`config.mk`:
```
export PLATFORM = sky130hd
export DESIGN_NAME = cpu_bus_unit
export DESIGN_NICKNAME = d
export VERILOG_FILES = /design/src/rtl/cpu_bus_unit.sv
export SDC_FILE = /design/constraint.sdc
export NUM_CORES = 1
export LEC_CHECK = 0
export CORE_MARGIN = 2
export CORE_UTILIZATION = 25
export DETAILED_ROUTE_END_ITERATION = 8
export SKIP_LAST_GASP = 1
export SYNTH_ARGS = -nofsm -noshare
export SYNTH_HDL_FRONTEND = slang
export SYNTH_SLANG_ARGS = --single-unit
```
`constraint.sdc`:
```
create_clock -name clk -period 2 [get_ports clk]
set_input_delay 0.6 -clock clk [delete_from_list [all_inputs] [get_ports clk]]
set_output_delay 0.6 -clock clk [all_outputs]
set_load 0.005 [all_outputs]
```
`src/rtl/cpu_bus_unit.sv`:
```
// cpu_bus_unit: single-clock request/acknowledge bus sequencer owning PC and SP.
// Latency: accept -> strobes next cycle; zero-wait ack -> rsp_valid 2 cycles after accept; JUMP 1 cycle.
// Backpressure: cmd_ready only in IDLE; bus waits for ack (optional timeout); rsp has no backpressure.
//
// Ports: clk/reset (sync, active-low); cmd_valid/cmd_ready/cmd_op/cmd_addr/cmd_wdata command in;
//        rsp_valid/rsp_data/rsp_err response out; pc/sp state out;
//        bus_addr/bus_wdata/bus_rd/bus_wr/bus_io to device, bus_rdata/bus_ack from device.
module cpu_bus_unit #(
    parameter int                 DATA_W   = 8,
    parameter int                 ADDR_W   = 8,
    parameter logic [ADDR_W-1:0]  SP_INIT  = {ADDR_W{1'b1}},
    parameter int                 MAX_WAIT = 15
) (
    input  logic              clk,
    input  logic              reset,
    input  logic              cmd_valid,
    output logic              cmd_ready,
    input  logic [2:0]        cmd_op,
    input  logic [ADDR_W-1:0] cmd_addr,
    input  logic [DATA_W-1:0] cmd_wdata,
    output logic              rsp_valid,
    output logic [DATA_W-1:0] rsp_data,
    output logic              rsp_err,
    output logic [ADDR_W-1:0] pc,
    output logic [ADDR_W-1:0] sp,
    output logic [ADDR_W-1:0] bus_addr,
    output logic [DATA_W-1:0] bus_wdata,
    output logic              bus_rd,
    output logic              bus_wr,
    output logic              bus_io,
    input  logic [DATA_W-1:0] bus_rdata,
    input  logic              bus_ack
);

    localparam logic [2:0] OP_FETCH = 3'd0;
    localparam logic [2:0] OP_LOAD  = 3'd1;
    localparam logic [2:0] OP_STORE = 3'd2;
    localparam logic [2:0] OP_PUSH  = 3'd3;
    localparam logic [2:0] OP_POP   = 3'd4;
    localparam logic [2:0] OP_IN    = 3'd5;
    localparam logic [2:0] OP_OUT   = 3'd6;
    localparam logic [2:0] OP_JUMP  = 3'd7;

    localparam int                WAIT_W   = (MAX_WAIT > 1) ? $clog2(MAX_WAIT + 1) : 1;
    localparam logic [WAIT_W:0]   WAIT_LIM = MAX_WAIT[WAIT_W:0];
    localparam logic [WAIT_W:0]   ONE_W    = 1;
    localparam logic [ADDR_W-1:0] ONE_A    = 1;

    typedef enum logic [1:0] {S_IDLE, S_REQ, S_RSP} state_t;

    state_t              r_state, w_state_nxt;
    logic [2:0]          r_op;
    logic [WAIT_W-1:0]   r_wait;
    logic [ADDR_W-1:0]   r_pc, r_sp, r_bus_addr;
    logic [DATA_W-1:0]   r_bus_wdata, r_rsp_data;
    logic                r_bus_rd, r_bus_wr, r_bus_io, r_rsp_valid, r_rsp_err;

    logic                w_accept, w_done_ack, w_done_tmo;
    logic [WAIT_W:0]     w_wait_inc;
    logic [ADDR_W-1:0]   w_addr;
    logic                w_rd, w_wr, w_io;

    // Count this REQ cycle as one more unacknowledged wait.
    assign w_wait_inc = {1'b0, r_wait} + ONE_W;

    // Command decode: bus address and strobe kind for the op being accepted.
    always_comb begin
        w_addr = cmd_addr;
        w_rd   = 1'b0;
        w_wr   = 1'b0;
        w_io   = 1'b0;
        case (cmd_op)
            OP_FETCH: begin w_addr = r_pc;         w_rd = 1'b1; end
            OP_LOAD:  begin                         w_rd = 1'b1; end
            OP_STORE: begin                         w_wr = 1'b1; end
            OP_PUSH:  begin w_addr = r_sp;         w_wr = 1'b1; end
            OP_POP:   begin w_addr = r_sp + ONE_A; w_rd = 1'b1; end
            OP_IN:    begin w_rd = 1'b1; w_io = 1'b1; end
            OP_OUT:   begin w_wr = 1'b1; w_io = 1'b1; end
            default:  ;
        endcase
    end

    always_comb begin
        w_state_nxt = r_state;
        w_accept    = 1'b0;
        w_done_ack  = 1'b0;
        w_done_tmo  = 1'b0;
        case (r_state)
            S_IDLE: begin
                if (cmd_valid && reset) begin
                    w_accept    = 1'b1;
                    w_state_nxt = (cmd_op == OP_JUMP) ? S_RSP : S_REQ;
                end
            end
            S_REQ: begin
                // A late ack on the final wait cycle still wins over the timeout.
                if (bus_ack) begin
                    w_done_ack  = 1'b1;
                    w_state_nxt = S_RSP;
                end else if ((MAX_WAIT != 0) && (w_wait_inc == WAIT_LIM)) begin
                    w_done_tmo  = 1'b1;
                    w_state_nxt = S_RSP;
                end
            end
            S_RSP:   w_state_nxt = S_IDLE;
            default: w_state_nxt = S_IDLE;
        endcase
    end

    always_ff @(posedge clk) begin
        if (!reset) r_state <= S_IDLE;
        else        r_state <= w_state_nxt;
    end

    always_ff @(posedge clk) begin
        if (!reset) begin
            r_op        <= OP_FETCH;
            r_wait      <= '0;
            r_pc        <= '0;
            r_sp        <= SP_INIT;
            r_bus_addr  <= '0;
            r_bus_wdata <= '0;
            r_bus_rd    <= 1'b0;
            r_bus_wr    <= 1'b0;
            r_bus_io    <= 1'b0;
            r_rsp_valid <= 1'b0;
            r_rsp_data  <= '0;
            r_rsp_err   <= 1'b0;
        end else begin
            r_rsp_valid <= (w_state_nxt == S_RSP);
            if (w_accept) begin
                r_op <= cmd_op;
                if (cmd_op == OP_JUMP) begin
                    r_pc      <= cmd_addr;
                    r_rsp_err <= 1'b0;
                end else begin
                    r_bus_addr  <= w_addr;
                    r_bus_wdata <= cmd_wdata;
                    r_bus_rd    <= w_rd;
                    r_bus_wr    <= w_wr;
                    r_bus_io    <= w_io;
                    r_wait      <= '0;
                end
            end else if (w_done_ack) begin
                r_bus_rd   <= 1'b0;
                r_bus_wr   <= 1'b0;
                r_bus_io   <= 1'b0;
                r_rsp_err  <= 1'b0;
                r_rsp_data <= r_bus_rd ? bus_rdata : '0;
                if (r_op == OP_FETCH) r_pc <= r_pc + ONE_A;
                if (r_op == OP_PUSH)  r_sp <= r_sp - ONE_A;
                if (r_op == OP_POP)   r_sp <= r_sp + ONE_A;
            end else if (w_done_tmo) begin
                r_bus_rd   <= 1'b0;
                r_bus_wr   <= 1'b0;
                r_bus_io   <= 1'b0;
                r_rsp_err  <= 1'b1;
                r_rsp_data <= '0;
            end else if (r_state == S_REQ) begin
                r_wait <= w_wait_inc[WAIT_W-1:0];
            end
        end
    end

    assign cmd_ready = (r_state == S_IDLE) && reset;
    assign rsp_valid = r_rsp_valid;
    assign rsp_data  = r_rsp_data;
    assign rsp_err   = r_rsp_err;
    assign pc        = r_pc;
    assign sp        = r_sp;
    assign bus_addr  = r_bus_addr;
    assign bus_wdata = r_bus_wdata;
    assign bus_rd    = r_bus_rd;
    assign bus_wr    = r_bus_wr;
    assign bus_io    = r_bus_io;

endmodule

```
==> impl_metrics.env, run 1 <==
export IMPL_max_freq_mhz=512
export IMPL_ys_seq_area_share_pct=38.0
export IMPL_hold_path_class="flop to flop"
export IMPL_slowest_delay_ps=570
export IMPL_hold_viol=0
export IMPL_timing_slew_headroom_pct=64.8
export IMPL_die_height_um=111
export IMPL_grt_max_degree=46
export IMPL_synth_edf_count=0
export IMPL_critPathKind="flop to primary output"
export IMPL_viasPerCell=4.82
export IMPL_power_switching_uw=598
export IMPL_fin_cells=597
export IMPL_cts_setup_buffers=0
export IMPL_clock_path_buffers=2
export IMPL_min_period_ps=1950
export IMPL_p_leak_nw=1.65
export IMPL_path_max_fanout=8
export IMPL_synthCells=346
export IMPL_ios=77
export IMPL_clkPwrFrac_pct=38.9
export IMPL_cts_sinks=54
export IMPL_critPathRequiredTime_ps=1400
export IMPL_overflow=0
export IMPL_clockRootBuffer="clkbuf_16"
export IMPL_antenna_cells=0
export IMPL_pwr_share_seq_pct=45.0
export IMPL_drt_initial_drc_count=105
export IMPL_critical_path_arrival_ps=1350
export IMPL_layout_nets=492
export IMPL_drt_first_pass_iters=4
export IMPL_peakVddDrop_v=0.000350
export IMPL_drc=0
export IMPL_grt_pass1_wl_um=14200
export IMPL_synth_nets=382
export IMPL_synthArstFlopShare_pct=0
export IMPL_routedWlPerCell_um=14.1
export IMPL_ys_types=60
export IMPL_combPwrFrac_pct=16.1
export IMPL_rows=38
export IMPL_sw_frac_of_total_pct=23.6
export IMPL_tightest_slew_ps=526
export IMPL_period_share_pct=97.7
export IMPL_htree_num_levels=2
export IMPL_setup_viol=0
export IMPL_path_clk_slew_ps=70
export IMPL_place_congestion=0.759
export IMPL_critPathSlowestCell="clkdlybuf4s50_1"
export IMPL_core_sq_um=11000
export IMPL_critPathLaunchType="flop"
export IMPL_hold_buffers=0
export IMPL_vias=2877
export IMPL_yosys_warnings=0
export IMPL_antenna_found_initial=0
export IMPL_p_int_mw=1.93
export IMPL_grt_usage_pct=14.0
export IMPL_final_cell_mix="clkdlybuf4s50_1, nand2_1, dfxtp_1"
export IMPL_initial_core_util_pct=25.9
export IMPL_clock_latency_ps=290
export IMPL_cts_tree="yes"
export IMPL_rsz0062_at_grt="yes"
export IMPL_crit_family="buffers and inverters"
export IMPL_worstPathCellList="clkdlybuf4s50_1"
export IMPL_power_density_nw_per_um2=590
export IMPL_area_delta_synth_final_pct=50.9
export IMPL_hold_slack_ps=467
export IMPL_skew_ps=4.80
export IMPL_route_final_wire_length_um=8440
export IMPL_timing_max_cap_violations=0
export IMPL_yosysTopAreaCellShare_pct=38.0
export IMPL_final_common_cell="clkdlybuf4s50_1"
export IMPL_fillers=1126
export IMPL_dpl_hpwl_um=6290
export IMPL_synth_area_leaders="dfxtp_1, nand2_1, a21oi_1"
export IMPL_die_x_um=111
export IMPL_dieArea_sq_um=12200
export IMPL_first_global_vias=2968
export IMPL_crit_buf_inv=1
export IMPL_antenna_left=0
export IMPL_drive_above_1_share_pct=17.3
export IMPL_synth_top_area_cell="dfxtp_1"
export IMPL_dp_cells=589
export IMPL_syn_area_sq_um=2840
export IMPL_maxSlewViolCount=0
export IMPL_synth_area_per_cell_sq_um=8.21
export IMPL_port_buffers=76
export IMPL_status="finished, final reports clean"
export IMPL_ys_flop_type="dfxtp_1"
export IMPL_synth_seq_cells=54
export IMPL_end_kind="primary output"
export IMPL_numCtsBuffers=5
-- path summary, 6_finish.rpt --
check	startpoint	end	slack, ps	depth (start not counted)
setup / recovery	sp[0]$_SDFFE_PN1P_	sp[0]	50	1
hold / removal	bus_wdata[5]$_SDFFE_PN0P_	bus_wdata[5]$_SDFFE_PN0P_	470	2
setup reg to reg	r_wait[0]$_SDFFE_PN0P_	bus_rd$_SDFFE_PN0P_	250	7
hold reg to reg	bus_wdata[5]$_SDFFE_PN0P_	bus_wdata[5]$_SDFFE_PN0P_	470	2
-- final cells by class --
cell class	instances	area (sq um)	share of cell area (%)
sequential	54	1080	25.2
inverter	6	22.5	0.525
timing repair buffer	126	1170	27.3
clock inverter	2	37.5	0.875
multi-input combinational	263	1670	39.0
tap	140	175	4.08
clock buffer	6	129	3.00
-- cell families (layout without fill, tap and decap cells) --
family,count (synthesis),in the layout,share of synthesized area (%)
buffers and inverters,29,140,4.58
AO/OA/AOI/OAI,110,110,26.9
adder cells (fa/ha/maj),5,5,2.20
flip-flops,54,54,38.0
XOR/XNOR,14,14,4.32
multiplexers,5,5,1.85
AND/OR/NAND/NOR,129,129,22.1
-- per-layer routing --
layer	share of wire (%)	track usage [%]
met5	0	0
met4	0.66	3.83
met3	3.8	2.52
met2	49	24.5
met1	47	17.7
-- stage by stage --
step	util [%]	setup TNS, ps	worst slack (ps)	total power, mW	instance area [sq um]
6_report	39.1	0	45.6	2.53	4290
5_1_grt	39.1	-50.8	-24.9	2.67	4290
4_1_cts	38.6	0	28.1	2.58	4240
2_1_floorplan	-	0	252	1.32	2840
3_5_place_dp	37.1	-10960	-409	1.57	4070
3_3_place_gp	37.1	-9920	-405	1.56	4070
-- timing repair --
action                                  in CTS  in global routing
endpoints found under the setup margin       5                 18
gates resized for setup                      4                 12
pin swaps                                    0                  2
-- power groups by stage --
| stage | sequential, mW | combinational, mW | clock (mW) |
|---|---|---|---|
| 5_1_grt | 1.14 | 0.451 | 1.07 |
| 3_5_place_dp | 1.16 | 0.404 | 0 |
| 3_3_place_gp | 1.16 | 0.400 | 0 |
| 2_1_floorplan | 1.16 | 0.163 | 0 |
| 4_1_cts | 1.14 | 0.405 | 1.04 |
| 6_report | 1.14 | 0.408 | 0.985 |
-- flip-flops by register name, summed over array words and instances, names as in the netlist --
signal,flops
bus_addr,8
bus_io,1
bus_rd,1
bus_wdata,8
bus_wr,1
pc,8
r_op,3
r_state,2
r_wait,4
rsp_data,8
rsp_err,1
rsp_valid,1
sp,8
-- Yosys cell counts, drive strengths merged, types with 5 or more instances --
library cell and instances:
nand2 60, dfxtp 54, a21oi 32, nor2 18
clkbuf 15, o21ai 13, a21boi 12, xnor2 12
nand3 9, a22o 8, buf 8, a221oi 7
a22oi 7, and2 7, inv 6, ha 5
No activity file was read; power rests on OpenSTA's default activity.
==> inputs of run 2 (changes only) <==
Settings changed: ABC_AREA set to 1.
==> run 2 against run 1 <==
  * Clock power fell by 10%
  * Die area rose by 1.2%
  * Worst hold slack lost 8.3 ps
  * Synthesized cell count grew 20%
  * Register-to-register slack improved by 270 ps
  * Combinational power barely moved
  * Setup slack improved by 39 ps
  * Flip-flop and latch count stayed put
  * Via count grew 3.6%
  * Synthesized area grew 1.3%
  * Routed wire length down 4.7%
  * Largest cell class unchanged
==> impl_metrics.env, run 2 <==
export IMPL_route_final_wire_length_um=8050
export IMPL_cts_sinks=54
export IMPL_port_buffers=76
export IMPL_grt_max_degree=32
export IMPL_final_common_cell="nand2_1"
export IMPL_worstPathCellList="clkdlybuf4s50_1"
export IMPL_ys_types=37
export IMPL_path_clk_slew_ps=70
export IMPL_grt_pass1_wl_um=13800
export IMPL_pwr_share_seq_pct=47.0
export IMPL_skew_ps=7.84
export IMPL_clkPwrFrac_pct=36.2
export IMPL_initial_core_util_pct=25.4
export IMPL_yosysTopAreaCellShare_pct=37.6
export IMPL_drt_initial_drc_count=179
export IMPL_synthArstFlopShare_pct=0
export IMPL_critical_path_arrival_ps=1320
export IMPL_numCtsBuffers=5
export IMPL_rsz0062_at_grt="no"
export IMPL_fin_cells=655
export IMPL_holdPathStages=2
export IMPL_synth_top_area_cell="dfxtp_1"
export IMPL_peakVddDrop_v=0.000365
export IMPL_core_sq_um=11300
export IMPL_slowest_delay_ps=570
export IMPL_synth_common_cells="nand2_1, dfxtp_1, nor2_1, inv_1, a21oi_1"
export IMPL_max_freq_mhz=522
export IMPL_antenna_cells=0
export IMPL_final_cell_mix="nand2_1, clkdlybuf4s50_1, dfxtp_1"
export IMPL_synth_edf_count=0
export IMPL_power_density_nw_per_um2=591
export IMPL_dieArea_sq_um=12400
export IMPL_synthCells=414
export IMPL_path_max_fanout=6
export IMPL_min_period_ps=1920
export IMPL_viasPerCell=4.55
export IMPL_place_congestion=0.888
export IMPL_timing_slew_headroom_pct=80.6
export IMPL_reg2reg_depth=8
export IMPL_drt_first_pass_iters=4
export IMPL_yosys_warnings=0
export IMPL_overflow=0
export IMPL_p_leak_nw=1.78
export IMPL_crit_buf_inv=1
export IMPL_status="finished, final reports clean"
export IMPL_syn_area_sq_um=2880
export IMPL_combPwrFrac_pct=16.8
export IMPL_hold_slack_ps=459
export IMPL_htree_num_levels=2
export IMPL_drive_above_1_share_pct=12.9
export IMPL_synth_area_per_cell_sq_um=6.95
export IMPL_area_delta_synth_final_pct=43.7
export IMPL_critPathKind="flop to primary output"
export IMPL_power_switching_uw=615
export IMPL_end_kind="primary output"
export IMPL_layout_nets=547
export IMPL_dpl_cell_area_sq_um=3980
export IMPL_p_int_mw=1.83
export IMPL_setup_viol=0
export IMPL_ys_flop_type="dfxtp_1"
export IMPL_ios=77
export IMPL_yosysMostFrequentCell="nand2_1"
export IMPL_drc=0
export IMPL_hold_viol=0
export IMPL_p_total_mw=2.44
export IMPL_first_global_vias=3005
export IMPL_rows=39
export IMPL_sw_frac_of_total_pct=25.1
export IMPL_routedWlPerCell_um=12.3
export IMPL_crit_cells=1
export IMPL_critPathRequiredTime_ps=1400
export IMPL_die_height_um=111
export IMPL_timing_final_ws_setup_ps=84.5
export IMPL_clock_path_buffers=2
export IMPL_place_ws_ps=-372
export IMPL_finalSetupTns_ps=0
export IMPL_vias=2982
export IMPL_antenna_found_initial=0
export IMPL_dpl_hpwl_um=6330
export IMPL_synth_area_leaders="dfxtp_1, nand2_1, nor2_1"
export IMPL_critPathLaunchType="flop"
export IMPL_hold_path_class="flop to flop"
export IMPL_antenna_left=0
export IMPL_clock_latency_ps=290
export IMPL_period_share_pct=95.8
export IMPL_clockRootBuffer="clkbuf_16"
export IMPL_ys_seq_area_share_pct=37.6
export IMPL_cts_tree="yes"
export IMPL_die_x_um=111
export IMPL_maxSlewViolCount=0
export IMPL_synth_nets=450
export IMPL_synth_seq_cells=54
export IMPL_critPathSlowestCell="clkdlybuf4s50_1"
export IMPL_tightest_slew_ps=290
export IMPL_crit_family="buffers and inverters"
export IMPL_fin_area_sq_um=4140
export IMPL_timing_max_cap_violations=0
export IMPL_grt_usage_pct=13.3
export IMPL_final_util_pct=36.5
export IMPL_dp_cells=647
-- run 2: metal layers --
layer / share of wire [%] / track usage (%)
met2: 49 / 23.6
met5: 0 / 0
met1: 45 / 15.6
met4: 2.1 / 5.27
met3: 4.1 / 3.06
-- run 2: layout make-up --
cell class / instances / area, sq um
clock buffer: 6 / 139
clock inverter: 2 / 12.5
fill: 1216 / 7180
inverter: 53 / 205
multi-input combinational: 294 / 1510
sequential: 54 / 1080
tap: 143 / 179
timing repair buffer: 103 / 1010
-- run 2: repair_timing --
action | 4_1_cts | 5_1_grt
buffers inserted | 0 | 0
pin swaps | 1 | 0
hold buffers | 0 | 0
resized for setup | 4 | 3
gates cloned | 0 | 0
endpoints found under the setup margin | 5 | 34
-- run 2: final timing paths --
kind | start | to | slack, ps
max | pc[5]$_SDFFE_PN0P_ | pc[5] | 80
max reg2reg | sp[1]$_SDFFE_PN1P_ | sp[4]$_SDFFE_PN1P_ | 520
min | rsp_err$_SDFFE_PN0P_ | rsp_err$_SDFFE_PN0P_ | 460
min reg2reg | rsp_err$_SDFFE_PN0P_ | rsp_err$_SDFFE_PN0P_ | 460
-- run 2: power by group through the flow --
stage | combinational (mW) | clock, mW | sequential, mW
after floorplan | 0.185 | 0 | 1.17
after global placement | 0.409 | 0 | 1.17
after detailed placement | 0.413 | 0 | 1.17
after CTS | 0.415 | 0.918 | 1.15
after global routing | 0.454 | 0.973 | 1.16
final | 0.410 | 0.884 | 1.15
-- run 2: cells by family (layout without fill, tap and decap cells) --
kind of cell    Yosys count  in the layout  synth area share (%)
compound gates           96             96                  17.9
xor+xnor                  6              6                  1.83
fa+ha+maj                 5              5                  2.17
buf+inv                  66            164                  9.96
flops                    54             54                  37.6
simple gates            187            187                  30.6
-- run 2: tightest hold or removal path, stage by stage (launching register included) --
cell and delay (ps):
dfxtp_1 310, nand2_1 60, a21oi_1 50
==> inputs of run 3 (changes only) <==
Settings changed: CTS_CLUSTER_SIZE set to 30.
==> results of run 3 <==
The final DEF is identical to that of run 2; final timing and power are the same.
